`config.mk`:
```
export PLATFORM = sky130hd
export DESIGN_NAME = vga_bus_bridge
export DESIGN_NICKNAME = d
export VERILOG_FILES = /design/src/rtl/vga_bus_pkg.sv /design/src/rtl/vga_raster_counter.sv /design/src/rtl/vga_bus_bridge.sv
export SDC_FILE = /design/constraint.sdc
export NUM_CORES = 1
export LEC_CHECK = 0
export CORE_MARGIN = 3
export CORE_UTILIZATION = 57
export DETAILED_ROUTE_END_ITERATION = 7
export PLACE_DENSITY = 0.81
export SLEW_MARGIN = 20
export SYNTH_ARGS = -nofsm -noshare
export SYNTH_HDL_FRONTEND = slang
export SYNTH_SLANG_ARGS = --single-unit
export TNS_END_PERCENT = 30
```
`constraint.sdc`:
```
create_clock -name CLK -period 3.5 [get_ports CLK]
set_input_delay 0.7 -clock CLK [delete_from_list [all_inputs] [get_ports CLK]]
set_output_delay 0.7 -clock CLK [all_outputs]
set_load 0.02 [all_outputs]
```
`src/rtl/vga_bus_pkg.sv`:
```
// Shared constants for the VGA bus bridge: register offsets, CTRL bit positions, FSM states.
// No logic; imported by the bridge top.
package vga_bus_pkg;

  localparam logic [7:0] OFF_Y      = 8'd0;
  localparam logic [7:0] OFF_X      = 8'd1;
  localparam logic [7:0] OFF_PIXEL  = 8'd2;
  localparam logic [7:0] OFF_CTRL   = 8'd3;
  localparam logic [7:0] OFF_FILL   = 8'd4;
  localparam logic [7:0] OFF_COL_LO = 8'd5;
  localparam logic [7:0] OFF_COL_HI = 8'd6;
  localparam logic [7:0] N_REGS     = 8'd7;

  localparam int CTRL_AUTO_INC = 0;
  localparam int CTRL_BUSY     = 7;

  typedef enum logic [1:0] {
    IDLE = 2'd0,
    FILL = 2'd1,
    DONE = 2'd2
  } state_t;

endpackage

```
`src/rtl/vga_raster_counter.sv`:
```
// Raster-order X/Y counter with clear, per-axis load and wrap at the visible frame edge.
// Updates one cycle after en/load/clr; last_o is combinational from the current position.
module vga_raster_counter #(
  parameter int X_BITS   = 8,
  parameter int Y_BITS   = 7,
  parameter int H_PIXELS = 160,
  parameter int V_PIXELS = 120
) (
  input  logic              clk_i,
  input  logic              rst_i,
  input  logic              clr_i,
  input  logic              en_i,
  input  logic              ld_x_vld_i,
  input  logic [X_BITS-1:0] ld_x_dat_i,
  input  logic              ld_y_vld_i,
  input  logic [Y_BITS-1:0] ld_y_dat_i,
  output logic [X_BITS-1:0] x_o,
  output logic [Y_BITS-1:0] y_o,
  output logic              last_o
);

  localparam logic [X_BITS-1:0] X_LAST = X_BITS'(H_PIXELS - 1);
  localparam logic [Y_BITS-1:0] Y_LAST = Y_BITS'(V_PIXELS - 1);

  logic [X_BITS-1:0] x_q, x_d;
  logic [Y_BITS-1:0] y_q, y_d;

  always_comb begin
    x_d = x_q;
    y_d = y_q;
    if (clr_i) begin
      x_d = '0;
      y_d = '0;
    end else begin
      if (en_i) begin
        if (x_q == X_LAST) begin
          x_d = '0;
          y_d = (y_q == Y_LAST) ? '0 : y_q + 1'b1;
        end else begin
          x_d = x_q + 1'b1;
        end
      end
      // Bus loads take precedence; the bus never loads and steps in the same cycle.
      if (ld_x_vld_i) x_d = ld_x_dat_i;
      if (ld_y_vld_i) y_d = ld_y_dat_i;
    end
  end

  always_ff @(posedge clk_i or posedge rst_i) begin
    if (rst_i) begin
      x_q <= '0;
      y_q <= '0;
    end else begin
      x_q <= x_d;
      y_q <= y_d;
    end
  end

  assign x_o    = x_q;
  assign y_o    = y_q;
  assign last_o = (x_q == X_LAST) && (y_q == Y_LAST);

endmodule

```
`src/rtl/vga_bus_bridge.sv`:
```
// Bus-side controller for frame-buffer port A: register window, cursor, readback, colours, fill engine.
// Pixel writes reach the frame buffer one cycle after the bus write; reads are registered; no backpressure.
module vga_bus_bridge
  import vga_bus_pkg::*;
#(
  parameter logic [7:0]  BASE_ADDR       = 8'hB0,
  parameter int          X_BITS          = 8,
  parameter int          Y_BITS          = 7,
  parameter int          H_PIXELS        = 160,
  parameter int          V_PIXELS        = 120,
  parameter int          PIXEL_BITS      = 1,
  parameter logic [15:0] DEFAULT_COLOURS = 16'h3333
) (
  input  logic                     CLK,
  input  logic                     RESET,
  input  logic [7:0]               BUS_ADDR,
  input  logic [7:0]               BUS_DATA_IN,
  input  logic                     BUS_WE,
  output logic [7:0]               BUS_DATA_OUT,
  output logic [Y_BITS+X_BITS-1:0] FB_ADDR,
  output logic [PIXEL_BITS-1:0]    FB_DATA,
  output logic                     FB_WE,
  input  logic [PIXEL_BITS-1:0]    FB_RDATA,
  output logic [15:0]              CONFIG_COLOURS,
  output logic                     BUSY,
  output logic                     IRQ
);

  localparam logic [X_BITS-1:0] X_LAST = X_BITS'(H_PIXELS - 1);
  localparam logic [Y_BITS-1:0] Y_LAST = Y_BITS'(V_PIXELS - 1);

  state_t                     state_q, state_d;
  logic                       auto_inc_q, auto_inc_d;
  logic [15:0]                colours_q, colours_d;
  logic [PIXEL_BITS-1:0]      fill_col_q, fill_col_d;
  logic [Y_BITS+X_BITS-1:0]   fb_addr_q, fb_addr_d;
  logic [PIXEL_BITS-1:0]      fb_data_q, fb_data_d;
  logic                       fb_we_q, fb_we_d;
  logic [7:0]                 rdata_q, rdata_d;

  logic [7:0]        off;
  logic              hit, wr, busy, idle;
  logic              wr_y, wr_x, wr_pix, wr_ctrl, wr_fill, wr_lo, wr_hi;
  logic              cur_in_range, pix_ok;
  logic [X_BITS-1:0] cur_x, walk_x;
  logic [Y_BITS-1:0] cur_y, walk_y;
  logic              cur_last, walk_last;
  logic              unused_cur_last;

  // Offset wraps below BASE_ADDR, so a single compare decodes the window.
  assign off  = BUS_ADDR - BASE_ADDR;
  assign hit  = off < N_REGS;
  assign wr   = BUS_WE && hit;
  assign busy = (state_q == FILL);
  assign idle = (state_q == IDLE);

  assign wr_y    = wr && (off == OFF_Y) && !busy;
  assign wr_x    = wr && (off == OFF_X) && !busy;
  assign wr_pix  = wr && (off == OFF_PIXEL) && idle;
  assign wr_ctrl = wr && (off == OFF_CTRL);
  assign wr_fill = wr && (off == OFF_FILL) && idle;
  assign wr_lo   = wr && (off == OFF_COL_LO);
  assign wr_hi   = wr && (off == OFF_COL_HI);

  assign cur_in_range = (cur_x <= X_LAST) && (cur_y <= Y_LAST);
  assign pix_ok       = wr_pix && cur_in_range;

  vga_raster_counter #(
    .X_BITS(X_BITS), .Y_BITS(Y_BITS), .H_PIXELS(H_PIXELS), .V_PIXELS(V_PIXELS)
  ) u_cursor (
    .clk_i      (CLK),
    .rst_i      (RESET),
    .clr_i      (1'b0),
    .en_i       (pix_ok && auto_inc_q),
    .ld_x_vld_i (wr_x),
    .ld_x_dat_i (X_BITS'(BUS_DATA_IN)),
    .ld_y_vld_i (wr_y),
    .ld_y_dat_i (Y_BITS'(BUS_DATA_IN)),
    .x_o        (cur_x),
    .y_o        (cur_y),
    .last_o     (cur_last)
  );

  assign unused_cur_last = cur_last;

  vga_raster_counter #(
    .X_BITS(X_BITS), .Y_BITS(Y_BITS), .H_PIXELS(H_PIXELS), .V_PIXELS(V_PIXELS)
  ) u_walker (
    .clk_i      (CLK),
    .rst_i      (RESET),
    .clr_i      (wr_fill),
    .en_i       (busy),
    .ld_x_vld_i (1'b0),
    .ld_x_dat_i ('0),
    .ld_y_vld_i (1'b0),
    .ld_y_dat_i ('0),
    .x_o        (walk_x),
    .y_o        (walk_y),
    .last_o     (walk_last)
  );

  always_comb begin
    state_d = state_q;
    case (state_q)
      IDLE:    if (wr_fill) state_d = FILL;
      FILL:    if (walk_last) state_d = DONE;
      DONE:    state_d = IDLE;
      default: state_d = IDLE;
    endcase
  end

  always_comb begin
    auto_inc_d = auto_inc_q;
    colours_d  = colours_q;
    fill_col_d = fill_col_q;
    if (wr_ctrl) auto_inc_d = BUS_DATA_IN[CTRL_AUTO_INC];
    if (wr_lo)   colours_d[7:0] = BUS_DATA_IN;
    if (wr_hi)   colours_d[15:8] = BUS_DATA_IN;
    if (wr_fill) fill_col_d = BUS_DATA_IN[PIXEL_BITS-1:0];
  end

  // The port address tracks the cursor so PIXEL reads see RAM data two cycles later.
  always_comb begin
    fb_addr_d = {cur_y, cur_x};
    fb_data_d = fb_data_q;
    fb_we_d   = 1'b0;
    if (pix_ok) begin
      fb_we_d   = 1'b1;
      fb_data_d = BUS_DATA_IN[PIXEL_BITS-1:0];
    end
  end

  always_comb begin
    rdata_d = '0;
    case (off)
      OFF_Y:      rdata_d = 8'(cur_y);
      OFF_X:      rdata_d = 8'(cur_x);
      OFF_PIXEL:  rdata_d = 8'(FB_RDATA);
      OFF_CTRL: begin
        rdata_d[CTRL_AUTO_INC] = auto_inc_q;
        rdata_d[CTRL_BUSY]     = busy;
      end
      OFF_COL_LO: rdata_d = colours_q[7:0];
      OFF_COL_HI: rdata_d = colours_q[15:8];
      default:    rdata_d = '0;
    endcase
  end

  always_ff @(posedge CLK or posedge RESET) begin
    if (RESET) begin
      state_q    <= IDLE;
      auto_inc_q <= 1'b0;
      colours_q  <= DEFAULT_COLOURS;
      fill_col_q <= '0;
      fb_addr_q  <= '0;
      fb_data_q  <= '0;
      fb_we_q    <= 1'b0;
      rdata_q    <= '0;
    end else begin
      state_q    <= state_d;
      auto_inc_q <= auto_inc_d;
      colours_q  <= colours_d;
      fill_col_q <= fill_col_d;
      fb_addr_q  <= fb_addr_d;
      fb_data_q  <= fb_data_d;
      fb_we_q    <= fb_we_d;
      rdata_q    <= rdata_d;
    end
  end

  // During a fill the walker drives the port directly so writes start the cycle BUSY rises.
  assign FB_ADDR        = busy ? {walk_y, walk_x} : fb_addr_q;
  assign FB_DATA        = busy ? fill_col_q : fb_data_q;
  assign FB_WE          = busy || fb_we_q;
  assign BUS_DATA_OUT   = rdata_q;
  assign CONFIG_COLOURS = colours_q;
  assign BUSY           = busy;
  assign IRQ            = (state_q == DONE);

endmodule

```
* Yosys cells after proc, flatten, opt, wreduce, memory -nomap -nowiden
Index checks and enable logic that the tools add are counted.
Cells by class: add/subtract/negate cells 5, $mul 0, divide/modulo/power cells 0, magnitude comparators 3, equality and inequality tests 14, shifts and indexed selects 0, muxes and demuxes 23, bitwise gates (word level) 0, reductions and logical operators 28
Operators by type and width (number):
- 7-bit two-way mux | 8
- 8-bit two-way mux | 6
- 8-bit by 3-bit equality test with 1-bit output (second input constant) | 3
- 6-bit one-hot mux with 4 select lines | 1
- 8-bit by 1-bit adder with 8-bit output (second input constant) | 2
- 8-bit by 2-bit equality test with 1-bit output (second input constant) | 2
- 8-bit equality test (second input constant) | 2
- 1-bit logical AND | 16
- 15-bit two-way mux | 1
- 7-bit by 1-bit adder with 7-bit output (second input constant) | 2
- 7-bit equality test (second input constant) | 2
- 2-bit nonzero test | 5
- 8-bit by 1-bit equality test with 1-bit output (second input constant) | 1
- 8-bit less-or-equal comparator (second input constant) | 1
- 8-bit logical NOT | 1
- 8-bit by 3-bit < comparator with 1-bit output (second input constant) | 1
- 8-bit subtractor (second input constant) | 1
- 7-bit less-or-equal comparator (second input constant) | 1
- 1-bit one-hot mux with 6 select lines | 1
- 2-bit AND reduction | 3
- 2-bit two-way mux | 2
- 2-bit by 1-bit != test with 1-bit output (second input constant) | 2
- 1-bit one-hot mux with 4 select lines | 1
- 2-bit one-hot mux with 2 select lines | 1
- 6 further kinds | 7
Storage, ports and cells: bits in registers 75, bits in latches 0, memory bits (writable) 0, memory bits (read-only) 0, input port bits 20, output and inout port bits 43, logic and storage cells 86, memories 0

* Depth between registers and ports, before layout
word-level depth 9, mapped depth 8, depth with buffers taken out 6

* Hierarchy
Synthesis repeated with hierarchy kept, for this count alone.
Second synthesis, totals: cell total of the unflattened synthesis 435, area total of the unflattened synthesis 4194.0 µm²
By module, submodules not included:
- vga_bus_bridge | times used 1, cells each 189, area an instance 2099.5 µm², sequential area each 1136.1 µm²
- vga_raster_counter | times used 2, cells each 123, area an instance 1047.3 µm², sequential area each 375.4 µm²

* Worst setup path before layout
Ideal clock, no wire load.
kind in2reg, from input BUS_ADDR[0], to register u_cursor.y_q[5] (netlist: u_cursor.y_o[5]), library setup time 121 ps, arrival time 2193 ps, required time 3379 ps, slack 1186 ps, stages on the path 7, path buffers 2, cells stage by stage buf_2 -> nor3_2 -> nand4_2 -> or3_1 -> buf_6 -> o31a_1 -> o22a_1
Between the ends: word-level cells in the longest chain between the ends 9, elaborated cells on any way between the ends 15, those cells by class add/sub: 1; order compare: 1; eq/ne: 1; mux: 1; reduce/logical: 11
RTL lines:
- start, declared | line vga_bus_bridge.sv:16 | input logic [7:0] BUS_ADDR,
- 8-bit subtractor (*) | line vga_bus_bridge.sv:51 | assign off = BUS_ADDR - BASE_ADDR;
- 8-bit by 3-bit < comparator with 1-bit output | line vga_bus_bridge.sv:52 | assign hit = off < N_REGS;
- 1-bit logical AND | line vga_bus_bridge.sv:53 | assign wr = BUS_WE && hit;
- 1-bit logical AND (2 in a row) | line vga_bus_bridge.sv:59 | assign wr_pix = wr && (off == OFF_PIXEL) && idle;
- 1-bit logical AND | line vga_bus_bridge.sv:66 | assign pix_ok = wr_pix && cur_in_range;
- 1-bit logical AND | line vga_bus_bridge.sv:74 | .en_i (pix_ok && auto_inc_q),
- 2-bit nonzero test (no line)
- 2-bit AND reduction (no line)
- end signal, assigned | line vga_raster_counter.sv:55 | y_q <= y_d;
- end, declared | line vga_raster_counter.sv:26 | logic [Y_BITS-1:0] y_q, y_d;
Mark *: on every way between the ends. The rest lies on a longest branch, timed or not. A chain may end at the register's enable or synchronous reset.

* Worst setup path in the final report
from register state_q[1], to output FB_ADDR[13]
Between the ends: word-level cells in the longest chain between the ends 2
RTL lines:
- start, declared | line vga_bus_bridge.sv:32 | state_t state_q, state_d;
- start signal, assigned | line vga_bus_bridge.sv:160 | state_q <= state_d;
- 2-bit by 1-bit equality test with 1-bit output | line vga_bus_bridge.sv:54 | assign busy = (state_q == FILL);
- 15-bit two-way mux | line vga_bus_bridge.sv:172 | assign FB_ADDR = busy ? {walk_y, walk_x} : fb_addr_q;
- end, declared | line vga_bus_bridge.sv:20 | output logic [Y_BITS+X_BITS-1:0] FB_ADDR,
Every way passes these cells.

==> impl_results.md <==
- Vias in the first global route: 3211
- Max Cap Violations: 0
- Core outline area: 0.00613 sq mm
- IO Count: 63
- Root buf cell: clkbuf_8
- Synth area leaders: dfrtp_1 45%, nand2_1 7.3%, mux2_2 6.3%, dfstp_2 5.6%, a22oi_1 2.8%
- Routed Antenna Nets: 0
- Top-count cell post-synth: nand2_1
- Yosys top cell by area: dfrtp_1
- Worst-path clk slew: 0.07 ns
- Cell Area, Synth: 0.00375 sq mm
- 1st-iter DRT viols: 235
- Yosys warns: 0
- CP required: 2.80 ns
- Leakage: 0.00205 uW
- CP Class: register to output pin
- Setup ws final: 0.748 ns
- Clock Skew: 0.0110 ns
- Die footprint: 0.00760 sq mm
- Ys flop type: dfrtp_1
- Final Power: 2210 uW
- Final hold violation count: 0
- CTS Hold Bufs: 0
- Die Y: 87.2 microns
- Status: completed
- Total wire length: 9.71 mm
- Antenna violations before repair: 0
- Max Slew Vio Count: 0
- Total CTS buffers: 9
- Syn nets: 409
- Crit Path Max Fanout: 28
- Place WS: 0.479 ns
- CTS sink cnt: 75
- Syn Inst Count: 385
- Register area share after synthesis: 0.502
- Synth Area per Inst: 9.75 sq um
- Initial Util: 0.612
- Via total after detailed routing: 3209
- Ys async rst share: 1.00
- Worst setup SP type: register
- Fill cell count: 434
- CP arrival: 2.05 ns
- Final setup TNS: 0 ns
- Port Buffers: 62
- Worst slew margin: 0.622
- Area share of the largest cell type after synthesis: 0.447
- Slew @ Worst Pin: 0.563 ns
- First-pass GRT wire length: 16.0 mm
- Netlist cell types: 56
- H-tree depth: 3
- CTS resizes: 0
- Row count: 28
- Grt total ovfl: 0
- F_max: 363 MHz
- GRT Overall Usage: 0.273
- RSZ-0062 raised after global routing: false
- CTS Buffer Depth: 2
- PwrDens: 475 mW/mm^2
- Wire length per cell: 18.5 microns
- Flop and latch count out of synthesis: 75
- Area grow syn2layout: 24.0%
- Pin count of the biggest net entering global routing: 76
- Vias per Instance: 6.11
- Layout cells sized above 1: 0.138
- Hold Path Class: register to register
- Gp weighted congestion: 0.967
- Fin nets: 469
- ANT cells: 0
- Max rail drop VDD: 0.324 mV
- Post-CTS Setup Bufs: 0
- Final setup violating endpoints: 0
- Final HPWL DP: 6.73 mm
- Post-synth EDFFs: 0
- Remaining DRCs: 0
- Setup crit end kind: output pin
- Clock period minus worst slack: 2.75 ns
- CTS tree: done
- Fin crit share: 0.786
- Worst-Skew Late Latency: 0.35 ns
- Synth top cells by count: 73 x nand2_1, 67 x dfrtp_1, 27 x nor2_1
- Die width: 87.2 microns
- Drt first pass iters: 5
==> cell families (layout without fill, tap and decap cells) <==
family	count (synthesis)	after routing	share of synthesized area
simple gates	174	174	0.234
compound gates	76	76	0.131
flops	75	75	0.502
mux	26	26	0.0763
buf+inv	25	90	0.0310
xor+xnor	5	5	0.0117
fa+ha+maj	4	4	0.0133
==> per-stage QoR <==
step / hold WS, ns / utilization / cells / instance area [sq um]
2_1_floorplan: 0.405 / - / 385 / 3750
3_3_place_gp: 0.440 / 0.724 / 509 / 4440
3_5_place_dp: 0.456 / 0.724 / 509 / 4440
4_1_cts: 0.476 / 0.759 / 525 / 4660
5_1_grt: 0.500 / 0.759 / 525 / 4660
6_report: 0.467 / 0.759 / 525 / 4660
==> flip-flops by register name (all words and copies together) (netlist names) <==
signal / count
u_walker.x_o: 8
BUS_DATA_OUT: 8
CONFIG_COLOURS: 16
fb_addr_q: 15
u_cursor.y_o: 7
state_q: 2
u_cursor.x_o: 8
fb_we_q: 1
fb_data_q: 1
u_walker.y_o: 7
auto_inc_q: 1
fill_col_q: 1
==> placed cells by master, fill, tap and decap left out, drive strengths merged, types with 10 or more instances in the layout <==
master and n:
o21ai 22, nor2 27, dfrtp 67, a21oi 18, clkbuf 12, nand3 12
nor3 10, a22oi 14, clkdlybuf4s50 62, nand2 73, mux2 21
==> report_power, final <==
part / total (uW) / switching (uW) / internal [uW]
Combinational: 402 / 214 / 189
Clock: 736 / 314 / 422
Sequential: 1070 / 117 / 957
==> critical path: stages, from the launching register on <==
cell,delay (ns)
dfrtp_1,0.41
nand2b_1,0.18
inv_2,0.33
nand2_1,0.11
nand2_1,0.08
clkdlybuf4s50_1,0.60
==> per-layer routing <==
metal | vias to the layer above | wire, microns | track usage
li1 | 1502 | - | -
met1 | 1545 | 4030 | 0.342
met2 | 143 | 4750 | 0.454
met3 | 19 | 678 | 0.0681
met4 | 0 | 247 | 0.106
met5 | - | 0 | 0
==> final timing paths <==
path                                        startpoint                       endpoint  slack, ns  cells after the start
max                             state_q[1]$_DFFE_PP0P_                    FB_ADDR[13]       0.75                      5
max in group asynchronous                        RESET  CONFIG_COLOURS[9]$_DFFE_PP1P_       2.40                      3
min                        u_cursor.y_o[1]$_DFFE_PP0P_         fb_addr_q[9]$_DFF_PP0_       0.47                      0
min reg2reg                u_cursor.y_o[1]$_DFFE_PP0P_         fb_addr_q[9]$_DFF_PP0_       0.47                      0
max reg2reg                u_cursor.y_o[0]$_DFFE_PP0P_    u_cursor.y_o[5]$_DFFE_PP0P_       1.20                      6
min in group asynchronous                        RESET      BUS_DATA_OUT[4]$_DFF_PP0_       0.74                      3
==> final cells by class <==
cell class                      count  area, sq um  area share
Multi-Input combinational cell    285         1750       0.376
Timing Repair Buffer               69          686       0.147
Tap cell                           75         93.8      0.0202
Clock buffer                       12          145      0.0312
Sequential cell                    75         1890       0.405
Inverter                            5         18.8     0.00403
Clock inverter                      4         73.8      0.0159
Note: power is estimated with default switching activity, not from simulation.
